## src/rtl/core_control.sv

```systemverilog
`timescale 1ns/1ps
// core_control: multi-cycle RV32I sequencer (fetch/decode/execute/mem/writeback, traps).
// Define DEBUG_HALT_EN to add the debug HALT state (EBREAK halts, haltreq/resumereq honoured).
`ifndef ISA__OPCODE_WIDTH
`define ISA__OPCODE_WIDTH 7
`endif

// state   | meaning
// RESET   | post-reset idle cycle, all outputs low
// FETCH   | instruction fetch at PC, IR loads on mem_ack
// DECODE  | decoder evaluates IR, trap causes resolved
// EXECUTE | ALU cycle, selects MEM or WB
// MEM     | data load/store, held until mem_ack
// WB      | register write, PC update, retire
// TRAP    | PC to trap vector, cause presented
// HALT    | debug halt (DEBUG_HALT_EN only)
module core_control (
  input  logic                          clk,
  input  logic                          rst,
  input  logic [`ISA__OPCODE_WIDTH-1:0] opcode,
  input  logic                          invalid_inst,
  input  logic                          ecall,
  input  logic                          ebreak,
  input  logic                          branch_taken,
  input  logic                          mem_ack,
  input  logic                          haltreq,
  input  logic                          resumereq,
  output logic                          mem_req,
  output logic                          mem_fetch,
  output logic                          mem_we,
  output logic                          ir_we,
  output logic                          pc_we,
  output logic [1:0]                    pc_sel,
  output logic                          rf_we,
  output logic                          trap,
  output logic [3:0]                    trap_cause,
  output logic                          retire,
  output logic                          halted
);

  localparam int OW = `ISA__OPCODE_WIDTH;

  localparam logic [OW-1:0] OP_LUI     = 7'b0110111;
  localparam logic [OW-1:0] OP_AUIPC   = 7'b0010111;
  localparam logic [OW-1:0] OP_JAL     = 7'b1101111;
  localparam logic [OW-1:0] OP_JALR    = 7'b1100111;
  localparam logic [OW-1:0] OP_BRANCH  = 7'b1100011;
  localparam logic [OW-1:0] OP_LOAD    = 7'b0000011;
  localparam logic [OW-1:0] OP_STORE   = 7'b0100011;
  localparam logic [OW-1:0] OP_OPIMM   = 7'b0010011;
  localparam logic [OW-1:0] OP_OP      = 7'b0110011;
  localparam logic [OW-1:0] OP_SYSTEM  = 7'b1110011;

  localparam logic [3:0] CAUSE_ILLEGAL = 4'd2;
  localparam logic [3:0] CAUSE_BREAK   = 4'd3;
  localparam logic [3:0] CAUSE_ECALL   = 4'd11;

  localparam logic [1:0] PC_PLUS4 = 2'd0;
  localparam logic [1:0] PC_ALU   = 2'd1;
  localparam logic [1:0] PC_TRAP  = 2'd2;

  typedef enum logic [2:0] {
    S_RESET   = 3'd0,
    S_FETCH   = 3'd1,
    S_DECODE  = 3'd2,
    S_EXECUTE = 3'd3,
    S_MEM     = 3'd4,
    S_WB      = 3'd5,
`ifdef DEBUG_HALT_EN
    S_TRAP    = 3'd6,
    S_HALT    = 3'd7
`else
    S_TRAP    = 3'd6
`endif
  } state_t;

  state_t     state, state_next;
  logic [3:0] cause_q;
  logic [3:0] decode_cause;
  state_t     boundary_next;
  logic       is_mem_op;

  assign is_mem_op = (opcode == OP_LOAD) || (opcode == OP_STORE);

  // Priority invalid > ecall > ebreak; only consulted when one of them is set.
  assign decode_cause = invalid_inst ? CAUSE_ILLEGAL :
                        ecall        ? CAUSE_ECALL   : CAUSE_BREAK;

`ifdef DEBUG_HALT_EN
  assign boundary_next = haltreq ? S_HALT : S_FETCH;
`else
  assign boundary_next = S_FETCH;
  logic unused_dbg;
  assign unused_dbg = haltreq ^ resumereq;
`endif

  always_ff @(posedge clk) begin
    if (rst) begin
      state   <= S_RESET;
      cause_q <= 4'd0;
    end else begin
      state <= state_next;
      if (state == S_DECODE && state_next == S_TRAP)
        cause_q <= decode_cause;
    end
  end

  always_comb begin
    state_next = state;
    case (state)
      S_RESET:   state_next = S_FETCH;
      S_FETCH:   if (mem_ack) state_next = S_DECODE;
      S_DECODE: begin
        if (invalid_inst || ecall)
          state_next = S_TRAP;
        else if (ebreak)
`ifdef DEBUG_HALT_EN
          state_next = S_HALT;
`else
          state_next = S_TRAP;
`endif
        else
          state_next = S_EXECUTE;
      end
      S_EXECUTE: state_next = is_mem_op ? S_MEM : S_WB;
      S_MEM:     if (mem_ack) state_next = S_WB;
      S_WB:      state_next = boundary_next;
      S_TRAP:    state_next = boundary_next;
`ifdef DEBUG_HALT_EN
      S_HALT:    if (resumereq) state_next = S_FETCH;
`endif
      default:   state_next = S_RESET;
    endcase
  end

  always_comb begin
    mem_req   = 1'b0;
    mem_fetch = 1'b0;
    mem_we    = 1'b0;
    ir_we     = 1'b0;
    pc_we     = 1'b0;
    pc_sel    = PC_PLUS4;
    rf_we     = 1'b0;
    trap      = 1'b0;
    retire    = 1'b0;
    halted    = 1'b0;
    case (state)
      S_FETCH: begin
        mem_req   = 1'b1;
        mem_fetch = 1'b1;
        ir_we     = mem_ack;
      end
      S_MEM: begin
        mem_req = 1'b1;
        mem_we  = (opcode == OP_STORE);
      end
      S_WB: begin
        pc_we  = 1'b1;
        retire = 1'b1;
        case (opcode)
          OP_LUI, OP_AUIPC, OP_JAL, OP_JALR,
          OP_OPIMM, OP_OP, OP_LOAD, OP_SYSTEM: rf_we = 1'b1;
          default:                             rf_we = 1'b0;
        endcase
        if (opcode == OP_JAL || opcode == OP_JALR ||
            (opcode == OP_BRANCH && branch_taken))
          pc_sel = PC_ALU;
      end
      S_TRAP: begin
        trap   = 1'b1;
        pc_we  = 1'b1;
        pc_sel = PC_TRAP;
      end
`ifdef DEBUG_HALT_EN
      S_HALT: halted = 1'b1;
`endif
      default: ;
    endcase
  end

  assign trap_cause = cause_q;

endmodule

```

## config.mk

```make
export PLATFORM = sky130hd
export DESIGN_NAME = core_control
export DESIGN_NICKNAME = d
export VERILOG_FILES = /design/src/rtl/core_control.sv
export SDC_FILE = /design/constraint.sdc
export NUM_CORES = 1
export LEC_CHECK = 0
export CAP_MARGIN = 20
export CELL_PAD_IN_SITES_DETAIL_PLACEMENT = 1
export CELL_PAD_IN_SITES_GLOBAL_PLACEMENT = 1
export CORE_UTILIZATION = 25
export CTS_CLUSTER_SIZE = 30
export DETAILED_ROUTE_END_ITERATION = 7
export PLACE_DENSITY_LB_ADDON = 0.2
export SETUP_SLACK_MARGIN = 0.02
export SLEW_MARGIN = 40
export SYNTH_ARGS = -nofsm -noshare
export SYNTH_HDL_FRONTEND = slang
export SYNTH_SLANG_ARGS = --single-unit
```

## constraint.sdc

```tcl
create_clock -name clk -period 2.6 [get_ports clk]
set_clock_uncertainty 0.2 [all_clocks]
set_input_delay 0.26 -clock clk [delete_from_list [all_inputs] [get_ports clk]]
set_output_delay 0.26 -clock clk [all_outputs]
set_load 0.01 [all_outputs]
```

-- Word-level counts from Yosys, hierarchy flattened
Index checks and enable logic that the tools add are counted.
- register bits: 7
- input port bits: 16
- logic and storage cells: 49
- equal/unequal tests: 17
- reductions and logical operators: 11
- mux-type cells: 19
- operator list (operator ; number):
    $eq A7 B7 Y1 const B ; 4
    $eq A7 B6 Y1 const B ; 3
    $pmux W3 S5 ; 1
    $eq A7 B5 Y1 const B ; 2
    $eq A3 B3 Y1 const B ; 4
    $mux W3 ; 4
    $mux W1 ; 11
    $mux W4 ; 2
    $reduce_or A8 Y1 ; 1
    $eq A7 B2 Y1 const B ; 1
    $eq A3 B2 Y1 const B ; 2
    $logic_or A1 B1 Y1 ; 4
    $pmux W2 S2 ; 1
    $reduce_or A2 Y1 ; 2
    $eq A3 B1 Y1 const B ; 1
    $logic_not A3 Y1 ; 1
    $reduce_or A3 Y1 ; 1
    $logic_and A1 B1 Y1 ; 2

-- Depth between registers and ports, before layout
- word-level depth: 6
- mapped depth: 4

-- Worst setup path before layout
OpenSTA, ideal clock, no wires.
- path kind: in2out
- start: input opcode[2]
- end: output rf_we
- slack: 0.845 ns
- required time: 2.140 ns
- data arrival time: 1.295 ns
- stages on the path: 3
- cells stage by stage: or3_1 > or4_1 > a31oi_1
- cells in the longest elaborated chain, start to end: 4
- RTL lines (what ; line ; source):
    start, declared ; 20 ; input logic [`ISA__OPCODE_WIDTH-1:0] opcode,
    $eq A7 B2 Y1, or another cell as far along ; 160 ; case (opcode)
    $reduce_or A8 Y1 (*) ; 160 ;
    $mux W1 (*) ; 160 ;
    $mux W1 (*) ; 147 ; case (state)
    end, declared ; 34 ; output logic rf_we,
Every way passes the cells marked *; elsewhere a longest branch is shown, timed or not.

-- Final worst setup path
Same ends and word-level chain as after synthesis.

==> summary.txt <==
Routing
  • WL met3: 46 um
  • WL met1: just over 600 um
  • DRC viols: 0
  • Final wirelength: between 1000 and 1500 um
  • Vias per std cell: about 4.7
  • Met2 WL post-DR: 623 um
  • Starting DRT DRC Count: 3
  • Routed WL per cell: between 10 and 15 um
  • Vias: 560
  • Detail Route Antenna Nets: 0
  • Pre-antenna DRT Iters: 2
  • Top Metal Used: met4

Critical path
  • Req. time, crit path: about 2100 ps
  • R2R setup slack: roughly 950 ps
  • Crit end category: primary output
  • Worst Path Arrival: 1970 ps
  • Worst r2r src: state[0]
  • WS Path Type: in2out
  • FF-to-FF End: trap_cause[3]
  • R2R depth: 3
  • Crit start category: primary input
  • Peak fanout along the critical path: 2

Timing
  • Unrepaired setup endpoints after global routing: no
  • Max Clock Freq: about 410 MHz
  • Minimum clock period: 2430 ps
  • Setup WS post-layout: ~170 ps
  • Final Hold Vio Count: 0
  • Slew Limit Fails: 0
  • Period utilization: between 90% and 100%
  • Final setup violation count: 0

Layout
  • Share of layout cells above drive strength 1: roughly a tenth
  • Final Cell Area: approximately 790 um2
  • Ant. Diodes: 0
  • Commonest non-fill, non-tap cells in the layout: clkdlybuf4s50_1, nand2b_1, nor2_1, inv_1, dfxtp_1
  • Commonest non-fill, non-tap cell in the layout: clkdlybuf4s50_1
  • Layout area overhead: 59.2%
  • NumNets Final: about 110
  • Finished Layout Cells: 120

Min path
  • WHS Path Cells: 2
  • Hold Path Sink: trap_cause[1]
  • Worst hold-check path type: reg2reg
  • Hold Crit Start: trap_cause[1]

Die
  • Die Wd: approximately 47 um
  • Die Area: 0.00217 mm2
  • Initial Util: 27.6%
  • CORE AREA: 0.00180 mm2
  • Row cnt: 15
  • Io pins: 31
  • Die height: 46.6 um

Place
  • Post-Place Worst Slack: -108 ps
  • Final GP Congestion: around 0.66
  • Final HPWL DP: between 1000 and 1500 um
  • Placed cell count: around 120
  • Area after DPL: between 700 and 800 um2
  • # port buffers: 26

Power and ir drop
  • Power per cell area: ~520 mW/mm2
  • Design Power: 0.000413 W
  • Pleak: between 0.3 and 0.4 nW
  • Worst-case vdd ir drop: ~270 uV

GRT
  • Total gr overflow: 0
  • First-pass GRT wire length: approximately 2100 um
  • Largest net degree at the start of global routing: 12
  • Number of antenna violations at the first check in global routing: 0
  • Global Route Usage Sum: a little over an eighth
  • Vias in the first global route: between 500 and 600

Yosys
  • Yosys Warn Count: 0
  • Asr flop ratio synth: 0%
  • Syn avg cell area: approximately 7.3 um2
  • Number of flops mapped to enable cells by yosys: 0
  • Top post-synthesis cells by area: dfxtp_1, nand2b_1, buf_4
  • Post-Synthesis Cells: 68
  • Post-synth top area cell: dfxtp_1
  • Seq cells post-synth: 6
  • Proportion of netlist area held by the largest area contributor: between 20% and 30%
  • Post-synth cell types: 31
  • Post-synthesis cell area: just under 500 um2
  • Most used DFF post-synth: dfxtp_1
  • Register area share after synthesis: between 20 and 25%

Clock network
  • TritonCTS clock tree: done
  • CTS Root Buffer Type: clkbuf_4
  • Clk sinks: 6
  • Setup Fix Bufs, Post-CTS: 0
  • Clk Latency, worst-skew pair: around 240 ps
  • Clock buffer depth: 2
  • H-tree depth: 1
  • Post-CTS Hold Fix Bufs: 0
  • Total CTS buffers: 3
  • Clock transition at path regs: ~40 ps
  • Post-cts resize count: 1

Run status
  • Status: complete, no violations

Job
  • Max-cap violations: 0
sequential cells by signal, indices dropped and copies added, names as in the netlist:
register	count
state	3
trap_cause	3
power breakdown:
part | internal, W | switching (W)
logic | 0.000116 | 0.0000745
registers | 0.000108 | 0.0000305
clock network | 0.0000521 | 0.0000316
per-stage QoR:
| stage | hold WS (ps) | setup TNS, ps | utilization [%] |
|---|---|---|---|
| floorplan | 241 | 0 | - |
| global placement | 236 | -50.2 | 42.7 |
| detailed placement | 246 | -108 | 42.7 |
| CTS | 256 | 0 | 43.9 |
| global route | 279 | 0 | 43.9 |
| finish | 252 | 0 | 43.9 |
Yosys cell counts (2+ instances only):
master / instances
a21oi_1: 5
buf_4: 4
dfxtp_1: 6
inv_1: 6
nand2_1: 4
nand2b_1: 6
nand3_1: 2
nor2_1: 6
nor3_1: 5
o21ai_1: 2
or3b_1: 2
how the worst max path moves through the flow:
stage / startpoint / to / slack (ps) / depth (start not counted)
after floorplan: opcode[2] / rf_we / 840 / 3
after global placement: opcode[2] / rf_we / -50 / 5
after detailed placement: opcode[2] / rf_we / -110 / 5
after CTS: opcode[2] / rf_we / 170 / 5
after global routing: state[0] / pc_sel[0] / 110 / 4
final: opcode[2] / rf_we / 170 / 5
metal layers:
| layer | up-vias | track usage, % |
|---|---|---|
| met3 | 2 | 3.53 |
| li1 | 286 | - |
| met5 | - | 0 |
| met1 | 256 | 16.7 |
| met2 | 16 | 22.2 |
| met4 | 0 | 5.29 |
logic make-up (layout without fill, tap and decap cells):
kind of cell           Yosys count  in the layout  synth area share [%]
flip-flops                       6              6                  24.2
XOR/XNOR                         1              1                  1.76
AO/OA/AOI/OAI                   13             13                  17.1
AND/OR/NAND/NOR                 35             35                  42.6
other                            1              2                 0.755
buffers and inverters           12             38                  13.6
layout make-up:
type,count,area (um2)
fillers,248,1010
multi-input cells,51,313
repair buffers,29,282
flip-flops and latches,6,120
well taps,25,31.3
clock buffers,3,22.5
inverters,6,22.5
worst max-delay path, cell delays in order:
cell and delay, ps:
clkdlybuf4s50_1 430, or3_1 420, or4_1 410, a31oi_1 170
dlygate4sd2_1 280
No activity file was read; power rests on OpenSTA's default activity.
